`src/rtl/ram_seq_player.sv`:
```
// Sequence-RAM controller for the memory game: appends values at a write pointer and
// plays the stored sequence back from address 0 to a latched limit on the LEDs.
module ram_seq_player #(
  parameter int ADDR_W      = 4,
  parameter int DATA_W      = 4,
  parameter int SHOW_CYCLES = 4,
  parameter int GAP_CYCLES  = 2
) (
  input  logic              clk,
  input  logic              reset_n,
  input  logic              iniciar,
  input  logic              anexar,
  input  logic [DATA_W-1:0] dado_in,
  input  logic [ADDR_W-1:0] limite,
  output logic [ADDR_W-1:0] mem_addr,
  output logic              mem_we,
  output logic [DATA_W-1:0] mem_data,
  input  logic [DATA_W-1:0] mem_q,
  output logic [DATA_W-1:0] leds,
  output logic              leds_valid,
  output logic              ocupado,
  output logic              pronto,
  output logic [ADDR_W-1:0] prox_end,
  output logic [2:0]        dbg_state_o
);

  // Handshake: iniciar/anexar are level requests taken only when ocupado is low
  // (ready = !ocupado); anything presented while busy is dropped, never queued.

  typedef enum logic [2:0] {
    S_IDLE  = 3'd0,
    S_WRITE = 3'd1,
    S_FETCH = 3'd2,
    S_LOAD  = 3'd3,
    S_SHOW  = 3'd4,
    S_GAP   = 3'd5,
    S_DONE  = 3'd6
  } state_t;

  localparam int MAX_C = (SHOW_CYCLES > GAP_CYCLES) ? SHOW_CYCLES : GAP_CYCLES;
  localparam int CNT_W = $clog2(MAX_C + 1);
  localparam logic [CNT_W-1:0] SHOW_LAST = CNT_W'(SHOW_CYCLES - 1);
  localparam logic [CNT_W-1:0] GAP_LAST  = CNT_W'(GAP_CYCLES - 1);

  state_t              state_q;
  logic [ADDR_W-1:0]   addr_q;
  logic [ADDR_W-1:0]   lim_q;
  logic [ADDR_W-1:0]   prox_q;
  logic [DATA_W-1:0]   data_q;
  logic [DATA_W-1:0]   leds_q;
  logic                we_q;
  logic                valid_q;
  logic                busy_q;
  logic                pronto_q;
  logic [CNT_W-1:0]    cnt_q;

  always_ff @(posedge clk) begin
    if (!reset_n) begin
      state_q  <= S_IDLE;
      addr_q   <= '0;
      lim_q    <= '0;
      prox_q   <= '0;
      data_q   <= '0;
      leds_q   <= '0;
      we_q     <= 1'b0;
      valid_q  <= 1'b0;
      busy_q   <= 1'b0;
      pronto_q <= 1'b0;
      cnt_q    <= '0;
    end else begin
      pronto_q <= 1'b0;
      case (state_q)
        S_IDLE: begin
          if (iniciar) begin
            lim_q   <= limite;
            addr_q  <= '0;
            busy_q  <= 1'b1;
            state_q <= S_FETCH;
          end else if (anexar) begin
            addr_q  <= prox_q;
            data_q  <= dado_in;
            we_q    <= 1'b1;
            busy_q  <= 1'b1;
            state_q <= S_WRITE;
          end
        end
        S_WRITE: begin
          we_q    <= 1'b0;
          prox_q  <= prox_q + ADDR_W'(1);
          busy_q  <= 1'b0;
          state_q <= S_IDLE;
        end
        // RAM registers addr at the end of FETCH, so q is readable during LOAD.
        S_FETCH: state_q <= S_LOAD;
        S_LOAD: begin
          leds_q  <= mem_q;
          valid_q <= 1'b1;
          cnt_q   <= '0;
          state_q <= S_SHOW;
        end
        S_SHOW: begin
          if (cnt_q == SHOW_LAST) begin
            leds_q  <= '0;
            valid_q <= 1'b0;
            cnt_q   <= '0;
            state_q <= S_GAP;
          end else begin
            cnt_q <= cnt_q + CNT_W'(1);
          end
        end
        S_GAP: begin
          if (cnt_q == GAP_LAST) begin
            cnt_q <= '0;
            if (addr_q == lim_q) begin
              pronto_q <= 1'b1;
              state_q  <= S_DONE;
            end else begin
              addr_q  <= addr_q + ADDR_W'(1);
              state_q <= S_FETCH;
            end
          end else begin
            cnt_q <= cnt_q + CNT_W'(1);
          end
        end
        S_DONE: begin
          busy_q  <= 1'b0;
          state_q <= S_IDLE;
        end
        default: begin
          busy_q  <= 1'b0;
          we_q    <= 1'b0;
          state_q <= S_IDLE;
        end
      endcase
    end
  end

  assign mem_addr    = addr_q;
  assign mem_we      = we_q;
  assign mem_data    = data_q;
  assign leds        = leds_q;
  assign leds_valid  = valid_q;
  assign ocupado     = busy_q;
  assign pronto      = pronto_q;
  assign prox_end    = prox_q;
  assign dbg_state_o = state_q;

endmodule

```
`config.mk`:
```
export PLATFORM = sky130hd
export DESIGN_NAME = ram_seq_player
export DESIGN_NICKNAME = d
export VERILOG_FILES = /design/src/rtl/ram_seq_player.sv
export SDC_FILE = /design/constraint.sdc
export NUM_CORES = 1
export LEC_CHECK = 0
export ABC_AREA = 1
export CAP_MARGIN = 20
export CORE_MARGIN = 2
export CORE_UTILIZATION = 48
export CTS_BUF_LIST = sky130_fd_sc_hd__clkbuf_16
export CTS_CLUSTER_DIAMETER = 30
export DETAILED_ROUTE_END_ITERATION = 12
export GPL_TIMING_DRIVEN = 0
export HOLD_SLACK_MARGIN = 0.15
export PLACE_DENSITY_LB_ADDON = 0.1
export SYNTH_ARGS = -nofsm -noshare
export SYNTH_HDL_FRONTEND = slang
export SYNTH_SLANG_ARGS = --single-unit
```
`constraint.sdc`:
```
create_clock -name clk -period 1.58 [get_ports clk]
set_input_delay 0.316 -clock clk [delete_from_list [all_inputs] [get_ports clk]]
set_output_delay 0.316 -clock clk [all_outputs]
set_load 0.02 [all_outputs]
```
==> metrics, run 1 <==
status finished clean; Port Buffers 37; hold slack final 0.4175 ns; max_slew headroom ~69%; Pleak 0.9526 nW; Setup Fix Bufs, Post-CTS 0; gr ovfl total 0; WP buf/inv 1; critical path arrival between 1 and 1.5 ns; clk_skew around 0.0032 ns; worst hold path depth 3; worst vdd ir 1227 uV; Worst Setup End Kind output port; Placed Cells 290; final non-filler cell total 298; critical path type reg2out; CTS Buffer Depth 2; core utilization of the finished layout 68.52%; H-tree Lvls 2; P&R area growth vs syn 36.49%; Post-Syn Nets 231; row cnt 20; storage element area 601.8 um^2; chip width 60.51 um; CORE AREA 3053 um^2; drt via density between 4 and 5; first-pass GRT wire length 5754 um; Yosys cell types 30; HP Class in2reg; #FFs+latches synth 30; sequential area share after synthesis 39.18%; routed wire length per instance 11.61 um; max-cap violations 0; vias in the first global route 1333; nets 275; Fillers 288; setup violators final 0; Clock transition at path regs roughly 0.050 ns; P per Cell Area roughly 1800 nW/um^2; Iter 0 DRT Violations 40; Mapped Cells approximately 210; Total GRT Usage 21.28%; RSZ-0062 raised after global routing no; hold path endpoint lim_q[3]; Max Freq ~650 MHz; R2R Path End mem_addr[0]; largest net degree at the start of global routing 11; Die Y 60.51 um; CP delay by family, top buffers and inverters; r2r setup slk 0.18 ns; worst reg2reg startpoint mem_addr[2]; ANT nets after route 0; clock buffer count from CTS 5; Slowest-stage cell, CP clkdlybuf4s50_1; Worst Path Required around 1.3 ns; clock sinks 30; final WL ~3500 um; ordered list of cells on the worst path clkdlybuf4s50_1; cells on worst reg2reg path 11; later-pin clock latency in the skew report 0.27 ns; GPL Wtd Cong between 0.8 and 0.9; Slew @ Worst Pin 0.4587 ns; I/O pins 39; final hold vios 0; final slew viol count 0; Worst Path Max Fanout 2; die area 3661 um^2; drc violations 0; crit-path max cell delay around 0.62 ns; fraction of layout cells with a size suffix above 1 11.02%; mapped cell area 1533 um^2; Post-Syn Area per Cell 7.334 um^2; antenna violations before repair 0; Hold Crit Start reset_n; CP Launch Type register; crit share post-route ~100%; HPWL after detailed placement 2558 um; first-pass detailed-route iteration total 4; CTS root buf clkbuf_16; CTS tree done; area of the multi-input gates approximately 790 um^2; initial core utilization 50.20%; post-layout minimum cycle time 1.536 ns; Antenna diodes 0; vias 1485; synth warn 0
==> metrics by stage <==
| step | worst slack, ns | power, W | TNS (ns) | instance area, um^2 |
|---|---|---|---|---|
| after detailed placement | -0.06445 | 0.002904 | -0.3099 | 1958 |
| final | 0.04386 | 0.003744 | 0 | 2092 |
| after floorplan | 0.1990 | 0.002359 | 0 | 1533 |
| after global routing | 0.0008159 | 0.004038 | 0 | 2092 |
| after CTS | 0.0005986 | 0.003760 | 0 | 2086 |
| after global placement | -0.05652 | 0.002886 | -0.1627 | 1958 |
==> final cells by class <==
| type | count | share of cell area [%] |
|---|---|---|
| clock inverters | 3 | 0.5981 |
| multi-input cells | 145 | 37.92 |
| repair buffers | 37 | 17.46 |
| plain buffers | 4 | 1.136 |
| inverters | 30 | 5.502 |
| flip-flops and latches | 30 | 28.77 |
| clock buffers | 5 | 5.981 |
| well taps | 44 | 2.632 |
==> cell families after synthesis <==
| logic type | Yosys count | share of synthesized area [%] |
|---|---|---|
| fa+ha+maj | 6 | 4.898 |
| simple gates | 94 | 30.29 |
| flops | 30 | 39.18 |
| xor+xnor | 1 | 0.5715 |
| compound gates | 44 | 16.00 |
| buf+inv | 34 | 9.061 |
==> metal layers <==
| metal | global-route usage [%] | wire length [um] | share of wire [%] |
|---|---|---|---|
| met3 | 7.889 | 161 | 4.7 |
| met1 | 27.63 | 1674 | 48 |
| met5 | 0 | 0 | 0 |
| met2 | 33.70 | 1583 | 46 |
| met4 | 5.590 | 40 | 1.2 |
==> cells in the final DEF (no fill, tap or decap), drive strengths merged <==
cell type      count
dlygate4sd2        8
o22ai              1
ha                 6
inv               31
nand2             42
nand3             18
o21ai             21
a21oi             19
o211ai             1
dlymetal6s2s       2
nand4              2
buf                2
xnor2              1
clkbuf             7
nor3               4
nor2              27
a211oi             1
dfxtp             30
a221oi             1
and3               1
clkdlybuf4s50     27
clkinv             2
==> flip-flops by register name (all words and copies together), names as in the netlist <==
register     cells
mem_addr         4
mem_we           1
lim_q            4
ocupado          1
prox_end         4
leds_valid       1
leds             4
cnt_q            3
dbg_state_o      3
pronto           1
mem_data         4
==> how the worst max path moves through the flow <==
stage,start,endpoint,slack [ns],cells after the start
floorplan,dbg_state_o[2],mem_addr[0],0.20,8
global placement,iniciar,mem_addr[0],-0.06,9
detailed placement,iniciar,mem_addr[2],-0.06,8
CTS,prox_end[1],prox_end[1],0.0006,1
global route,mem_we,mem_we,0.0008,1
finish,mem_data[3],mem_data[3],0.04,1
==> cell usage after synthesis (all sizes together) <==
master / n / share of area, %
dfxtp: 30 / 39
buf: 2 / 1.1
clkbuf: 2 / 0.49
xnor2: 1 / 0.57
nand4: 2 / 0.82
nor2: 27 / 8.6
nand3: 18 / 6.7
nor3: 4 / 2.0
ha: 6 / 4.9
a221oi: 1 / 0.57
a21oi: 19 / 6.9
o22ai: 1 / 0.41
o211ai: 1 / 0.49
inv: 30 / 7.5
a211oi: 1 / 0.49
nand2: 42 / 12
o21ai: 21 / 7.1
and3: 1 / 0.41
==> report_power, final <==
group | switching (W) | total, W | internal (W) | leakage [nW]
logic | 0.00106 | 0.00172 | 0.000657 | 0.635
clock network | 0.000314 | 0.000880 | 0.000567 | 0.0724
registers | 0.000187 | 0.00115 | 0.000959 | 0.246
total | 0.00156 | 0.00374 | 0.00218 | 0.953
==> timing repair <==
action	CTS	global route
resized for setup	8	3
hold buffers	0	0
endpoints found under the setup margin	8	3
(Power assumes the default switching activity.)
==> run 2, diff against run 1 <==
--- a/config.mk
+++ b/config.mk
@@ -6,7 +6,6 @@
 export NUM_CORES = 1
 export LEC_CHECK = 0
 export ABC_AREA = 1
-export CAP_MARGIN = 20
 export CORE_MARGIN = 2
 export CORE_UTILIZATION = 48
 export CTS_BUF_LIST = sky130_fd_sc_hd__clkbuf_16
==> results of run 2 <==
No change in the layout: final DEF, timing and power equal those of run 1.
